--- config.mk ---
export PLATFORM = sky130hd
export DESIGN_NAME = serial_subtractor
export DESIGN_NICKNAME = d
export VERILOG_FILES = /design/src/rtl/alu_pkg.sv /design/src/rtl/full_subtractor.sv /design/src/rtl/serial_subtractor.sv
export SDC_FILE = /design/constraint.sdc
export NUM_CORES = 1
export LEC_CHECK = 0
export ABC_AREA = 1
export CAP_MARGIN = 0
export CORE_UTILIZATION = 54
export CTS_BUF_LIST = sky130_fd_sc_hd__clkbuf_8
export DETAILED_ROUTE_END_ITERATION = 10
export GPL_ROUTABILITY_DRIVEN = 0
export PLACE_DENSITY = 0.81
export SYNTH_ARGS = -nofsm -noshare
export SYNTH_HDL_FRONTEND = slang
export SYNTH_SLANG_ARGS = --single-unit
--- constraint.sdc ---
create_clock -name clk -period 1.4 [get_ports clk]
set_input_delay 0.28 -clock clk [delete_from_list [all_inputs] [get_ports clk]]
set_output_delay 0.28 -clock clk [all_outputs]
set_load 0.01 [all_outputs]
--- src/rtl/alu_pkg.sv ---
// Shared definitions for the ALU building blocks.
//   state_t       : control states of the bit-serial subtractor
//   DEFAULT_WIDTH : default operand/result width in bits
package alu_pkg;

  localparam int DEFAULT_WIDTH = 8;

  typedef enum logic [1:0] {
    IDLE = 2'd0,
    RUN  = 2'd1,
    DONE = 2'd2
  } state_t;

endpackage : alu_pkg

--- src/rtl/full_subtractor.sv ---
// One-bit full subtractor: computes num_1 - num_2 - b_in.
//   num_1 : minuend bit
//   num_2 : subtrahend bit
//   b_in  : borrow in from the less significant bit
//   diff  : difference bit
//   b_out : borrow out to the more significant bit
module full_subtractor (
  input  logic num_1,
  input  logic num_2,
  input  logic b_in,
  output logic diff,
  output logic b_out
);

  assign diff  = num_1 ^ num_2 ^ b_in;
  assign b_out = (~num_1 & num_2) | (~(num_1 ^ num_2) & b_in);

endmodule : full_subtractor

--- src/rtl/serial_subtractor.sv ---
// Bit-serial unsigned subtractor: diff = num_1 - num_2 mod 2^WIDTH, one bit
// per clock, LSB first, through a single full_subtractor cell.
//   clk    : clock, rising edge
//   rst_n  : asynchronous active-low reset
//   start  : begin a subtraction (accepted only when idle)
//   num_1  : minuend, captured with an accepted start
//   num_2  : subtrahend, captured with an accepted start
//   busy   : high during the WIDTH bit-processing cycles
//   done   : one-cycle pulse when diff/borrow/zero are updated
//   diff   : result, held until the next completion
//   borrow : final borrow out (num_1 < num_2)
//   zero   : diff == 0
module serial_subtractor
  import alu_pkg::*;
#(
  parameter int WIDTH = DEFAULT_WIDTH
) (
  input  logic             clk,
  input  logic             rst_n,
  input  logic             start,
  input  logic [WIDTH-1:0] num_1,
  input  logic [WIDTH-1:0] num_2,
  output logic             busy,
  output logic             done,
  output logic [WIDTH-1:0] diff,
  output logic             borrow,
  output logic             zero
);

  localparam int            CW   = $clog2(WIDTH);
  localparam logic [CW-1:0] LAST = CW'(WIDTH - 1);

  state_t           state_q, state_d;
  logic [WIDTH-1:0] a_q, a_d;
  logic [WIDTH-1:0] b_q, b_d;
  logic [WIDTH-1:0] res_q, res_d;
  logic             bin_q, bin_d;
  logic [CW-1:0]    cnt_q, cnt_d;
  logic [WIDTH-1:0] diff_q, diff_d;
  logic             borrow_q, borrow_d;
  logic             zero_q, zero_d;

  logic             fs_diff;
  logic             fs_bout;
  logic [WIDTH-1:0] res_shift;

  full_subtractor u_fs (
    .num_1 (a_q[0]),
    .num_2 (b_q[0]),
    .b_in  (bin_q),
    .diff  (fs_diff),
    .b_out (fs_bout)
  );

  // New difference bit enters at the MSB so that after WIDTH shifts the
  // first (LSB) result bit has arrived at position 0.
  assign res_shift = {fs_diff, res_q[WIDTH-1:1]};

  always_ff @(posedge clk or negedge rst_n) begin
    if (!rst_n) begin
      state_q  <= IDLE;
      a_q      <= '0;
      b_q      <= '0;
      res_q    <= '0;
      bin_q    <= 1'b0;
      cnt_q    <= '0;
      diff_q   <= '0;
      borrow_q <= 1'b0;
      zero_q   <= 1'b0;
    end else begin
      state_q  <= state_d;
      a_q      <= a_d;
      b_q      <= b_d;
      res_q    <= res_d;
      bin_q    <= bin_d;
      cnt_q    <= cnt_d;
      diff_q   <= diff_d;
      borrow_q <= borrow_d;
      zero_q   <= zero_d;
    end
  end

  always_comb begin
    state_d  = state_q;
    a_d      = a_q;
    b_d      = b_q;
    res_d    = res_q;
    bin_d    = bin_q;
    cnt_d    = cnt_q;
    diff_d   = diff_q;
    borrow_d = borrow_q;
    zero_d   = zero_q;
    case (state_q)
      IDLE: begin
        if (start) begin
          a_d     = num_1;
          b_d     = num_2;
          res_d   = '0;
          bin_d   = 1'b0;
          cnt_d   = '0;
          state_d = RUN;
        end
      end
      RUN: begin
        a_d   = {1'b0, a_q[WIDTH-1:1]};
        b_d   = {1'b0, b_q[WIDTH-1:1]};
        res_d = res_shift;
        bin_d = fs_bout;
        if (cnt_q == LAST) begin
          // Counter parks at zero instead of wrapping past LAST.
          cnt_d    = '0;
          diff_d   = res_shift;
          borrow_d = fs_bout;
          zero_d   = ~|res_shift;
          state_d  = DONE;
        end else begin
          cnt_d = cnt_q + 1'b1;
        end
      end
      DONE: begin
        state_d = IDLE;
      end
      default: begin
        state_d = IDLE;
      end
    endcase
  end

  assign busy   = (state_q == RUN);
  assign done   = (state_q == DONE);
  assign diff   = diff_q;
  assign borrow = borrow_q;
  assign zero   = zero_q;

endmodule : serial_subtractor

==> flow_metrics.py <==
metrics = {
    "route": {
        "drt-pass1-iter-count": 4,
        "via_per_inst": 4.73,
        "drtIter0Drc": 85,
        "routedWlPerCell_um": 11.4,
        "routed_wl_mm": 3.43,
        "vias": 1425,
        "ant_nets": 0,
        "drcViolationCount": 0,
    },
    "sta": {
        "whs_ns": 0.476,
        "grt_setup_unrepaired": "yes",
        "layout_setup_ws_ns": 0.0644,
        "post-route-min-period_ns": 1.34,
        "worstMarginPinSlew_ns": 0.201,
        "finalCritPeriodShare_pct": 95.4,
        "fmax_mhz": 749,
        "drv_slew": 0,
        "setup_viol": 0,
        "final_hold_viol_count": 0,
        "fin_skew_ns": 0.00618,
        "relSlewSlack_pct": 86.6,
        "fin_setup_tns_ns": 0,
    },
    "setup_path": {
        "critPathRequiredTime_ns": 1.64,
        "critical_path_class": "flip-flop to flip-flop",
        "r2r_end": "zero",
        "reg2reg_slack_ns": 0.06,
        "startpoint_type": "flip-flop",
        "crit_family": "adder cells",
        "path_buf_inv": 0,
        "cp-end-kind": "flip-flop",
        "cpMaxStageDelayCell": "fa_1",
        "path_common_cell": "nand2_1",
        "path_cells": "fa_1 -> nor2_1 -> nand2_1 -> nor2_1 -> nand2_1 -> nand2_1",
        "path_max_fanout": 2,
        "max_stage_delay_ns": 0.49,
        "rr_startpoint": "a_q[0]",
        "cp.arrival_ns": 1.57,
        "worstRegToRegCells": 6,
    },
    "floorplanning": {
        "pin_count": 31,
        "chipWidth_um": 60.0,
        "start_util_pct": 58.1,
        "coreArea_um2": 3130,
        "num_rows": 20,
        "dieArea_um2": 3600,
        "die_h_um": 60.0,
    },
    "finish": {
        "diodes": 0,
        "final_area_um2": 2350,
        "layout-drive-gt1-share_pct": 15.6,
        "nNetsFinal": 278,
        "areaGrowthSynthToFinish_pct": 29.1,
    },
    "synthesis": {
        "synth_common_cells": "77 x nand2_1, 39 x dfrtp_1, 36 x inv_1, 14 x nand3_1, 9 x o21ai_2",
        "syn-instance-count": 214,
        "synth.area.top_cells": "dfrtp_1 54%, nand2_1 16%, inv_1 7.4%",
        "seq_area_frac_synth_pct": 53.7,
        "ys_ff_latch": 39,
        "synth.distinct_cells": 18,
        "syn_area_per_cell_um2": 8.50,
        "ys_warn_count": 0,
        "synth_top_cell_area_share_pct": 53.7,
        "yosysMostFrequentCell": "nand2_1",
        "synth_nets": 236,
        "synth-edff-count": 0,
        "synth_top_area_cell": "dfrtp_1",
        "synth-main-ff-cell": "dfrtp_1",
        "async_reset_ff_share_pct": 100,
        "synthesis.area_um2": 1820,
    },
    "power_and_ir_drop": {
        "power_frac_seq_pct": 37.8,
        "leakagePower_uw": 0.00127,
        "p_switching_uw": 1940,
        "power_density_nw_per_um2": 2170,
        "vdd_drop_max_mv": 1.12,
        "combPwrFrac_pct": 43.3,
        "switching_share_pct": 38.1,
        "p_int_uw": 3160,
        "clkPwrFrac_pct": 18.9,
    },
    "clock_network": {
        "cts.path.max_buffers": 2,
        "cts_max_level": 2,
        "clock-sinks": 39,
        "cts_tree": "done",
        "insertion_delay_ns": 0.30,
        "cts_buffers": 5,
        "clk_pin_slew_ns": 0.08,
        "cts_setup_buffers": 0,
        "root_buffer": "clkbuf_8",
    },
    "placement": {
        "io_buffers": 30,
        "dp_slack_ns": -0.0328,
        "hpwl_mm": 2.36,
        "place_area_um2": 2240,
    },
    "global_route": {
        "grt_pass1_wl_mm": 5.73,
        "antenna_found_initial": 0,
        "grt_start_max_net_pins": 40,
        "grt_pass1_vias": 1334,
        "gr-total-overflow": 0,
        "grt_usage_pct": 22.3,
    },
    "run": {
        "maxCapViolations": 0,
    },
    "status": {
        "outcome": "finished, final reports clean",
    },
    "hold_path": {
        "min_path_type": "input port to asynchronous set/reset pin",
    },
}
-- sequential cells by signal, summed over array words and instances (netlist names) --
signal	cells
cnt_q	3
b_q	8
borrow	1
zero	1
a_q	8
state_q	2
bin_q	1
diff	8
res_q	7
-- stage by stage --
stage	power (µW)	util, %	std cells
6_report	5100	75.0	301
2_1_floorplan	3420	-	214
5_1_grt	5510	75.0	301
3_3_place_gp	4140	71.5	292
4_1_cts	5100	75.1	301
3_5_place_dp	4230	71.5	292
-- routing by layer --
| metal | part of all wire (%) | vias up | GRT usage [%] |
|---|---|---|---|
| met5 | 0 | - | 0 |
| met4 | 2.1 | 0 | 11.3 |
| met3 | 3.2 | 7 | 4.55 |
| met2 | 47 | 33 | 34.6 |
| met1 | 48 | 654 | 29.9 |
| li1 | - | 731 | - |
-- worst max path at each step --
stage | slack, ns | cells past startpoint | startpoint | end
floorplan | 0.17 | 7 | b_q[0] | zero
global placement | -0.007 | 6 | start | b_q[7]
detailed placement | -0.03 | 6 | start | b_q[0]
CTS | 0.004 | 4 | state_q[1] | busy
global route | -0.02 | 6 | a_q[0] | zero
finish | 0.06 | 6 | a_q[0] | zero
-- repair_timing --
item	in CTS	in global routing
gates resized for setup	13	7
pin swaps	0	3
endpoints found under the hold margin	39	0
hold buffers	1	0
setup endpoints to repair	12	23
-- logic make-up (layout without fill, tap and decap cells) --
kind of cell / after synthesis / after routing / synth area share (%)
adder cells (fa/ha/maj): 3 / 3 / 2.48
AND/OR/NAND/NOR: 103 / 103 / 23.7
buffers and inverters: 48 / 91 / 11.9
AO/OA/AOI/OAI: 21 / 21 / 8.19
flip-flops: 39 / 39 / 53.7
-- cell type report --
type,count,area (µm²)
clock buffer,6,82.6
clock inverter,2,35.0
sequential,39,976
fill,226,781
multi-input combinational,127,626
inverter,40,159
timing repair buffer,43,414
tap,44,55.1
-- worst min-delay path: stages --
cell and delay, ns:
dlygate4sd3_1 0.52, buf_2 0.12, buf_12 0.21
-- power by group through the flow --
stage,combinational (µW),sequential [µW],clock [µW]
global route,2510,1980,1020
finish,2210,1930,965
global placement,2210,1930,0
CTS,2210,1920,970
floorplan,1470,1950,0
detailed placement,2290,1940,0
-- layout by cell type, fill, tap and decap left out, drive strengths merged, types with 7 or more instances in the layout --
| cell type | synthesis | final |
|---|---|---|
| buf | 8 | 13 |
| clkbuf | 0 | 8 |
| clkdlybuf4s50 | 0 | 17 |
| dfrtp | 39 | 39 |
| dlygate4sd2 | 0 | 10 |
| inv | 39 | 39 |
| nand2 | 80 | 80 |
| nand3 | 14 | 14 |
| nor2 | 7 | 7 |
| o21ai | 13 | 13 |
| o22ai | 8 | 8 |
(Power assumes the default switching activity.)
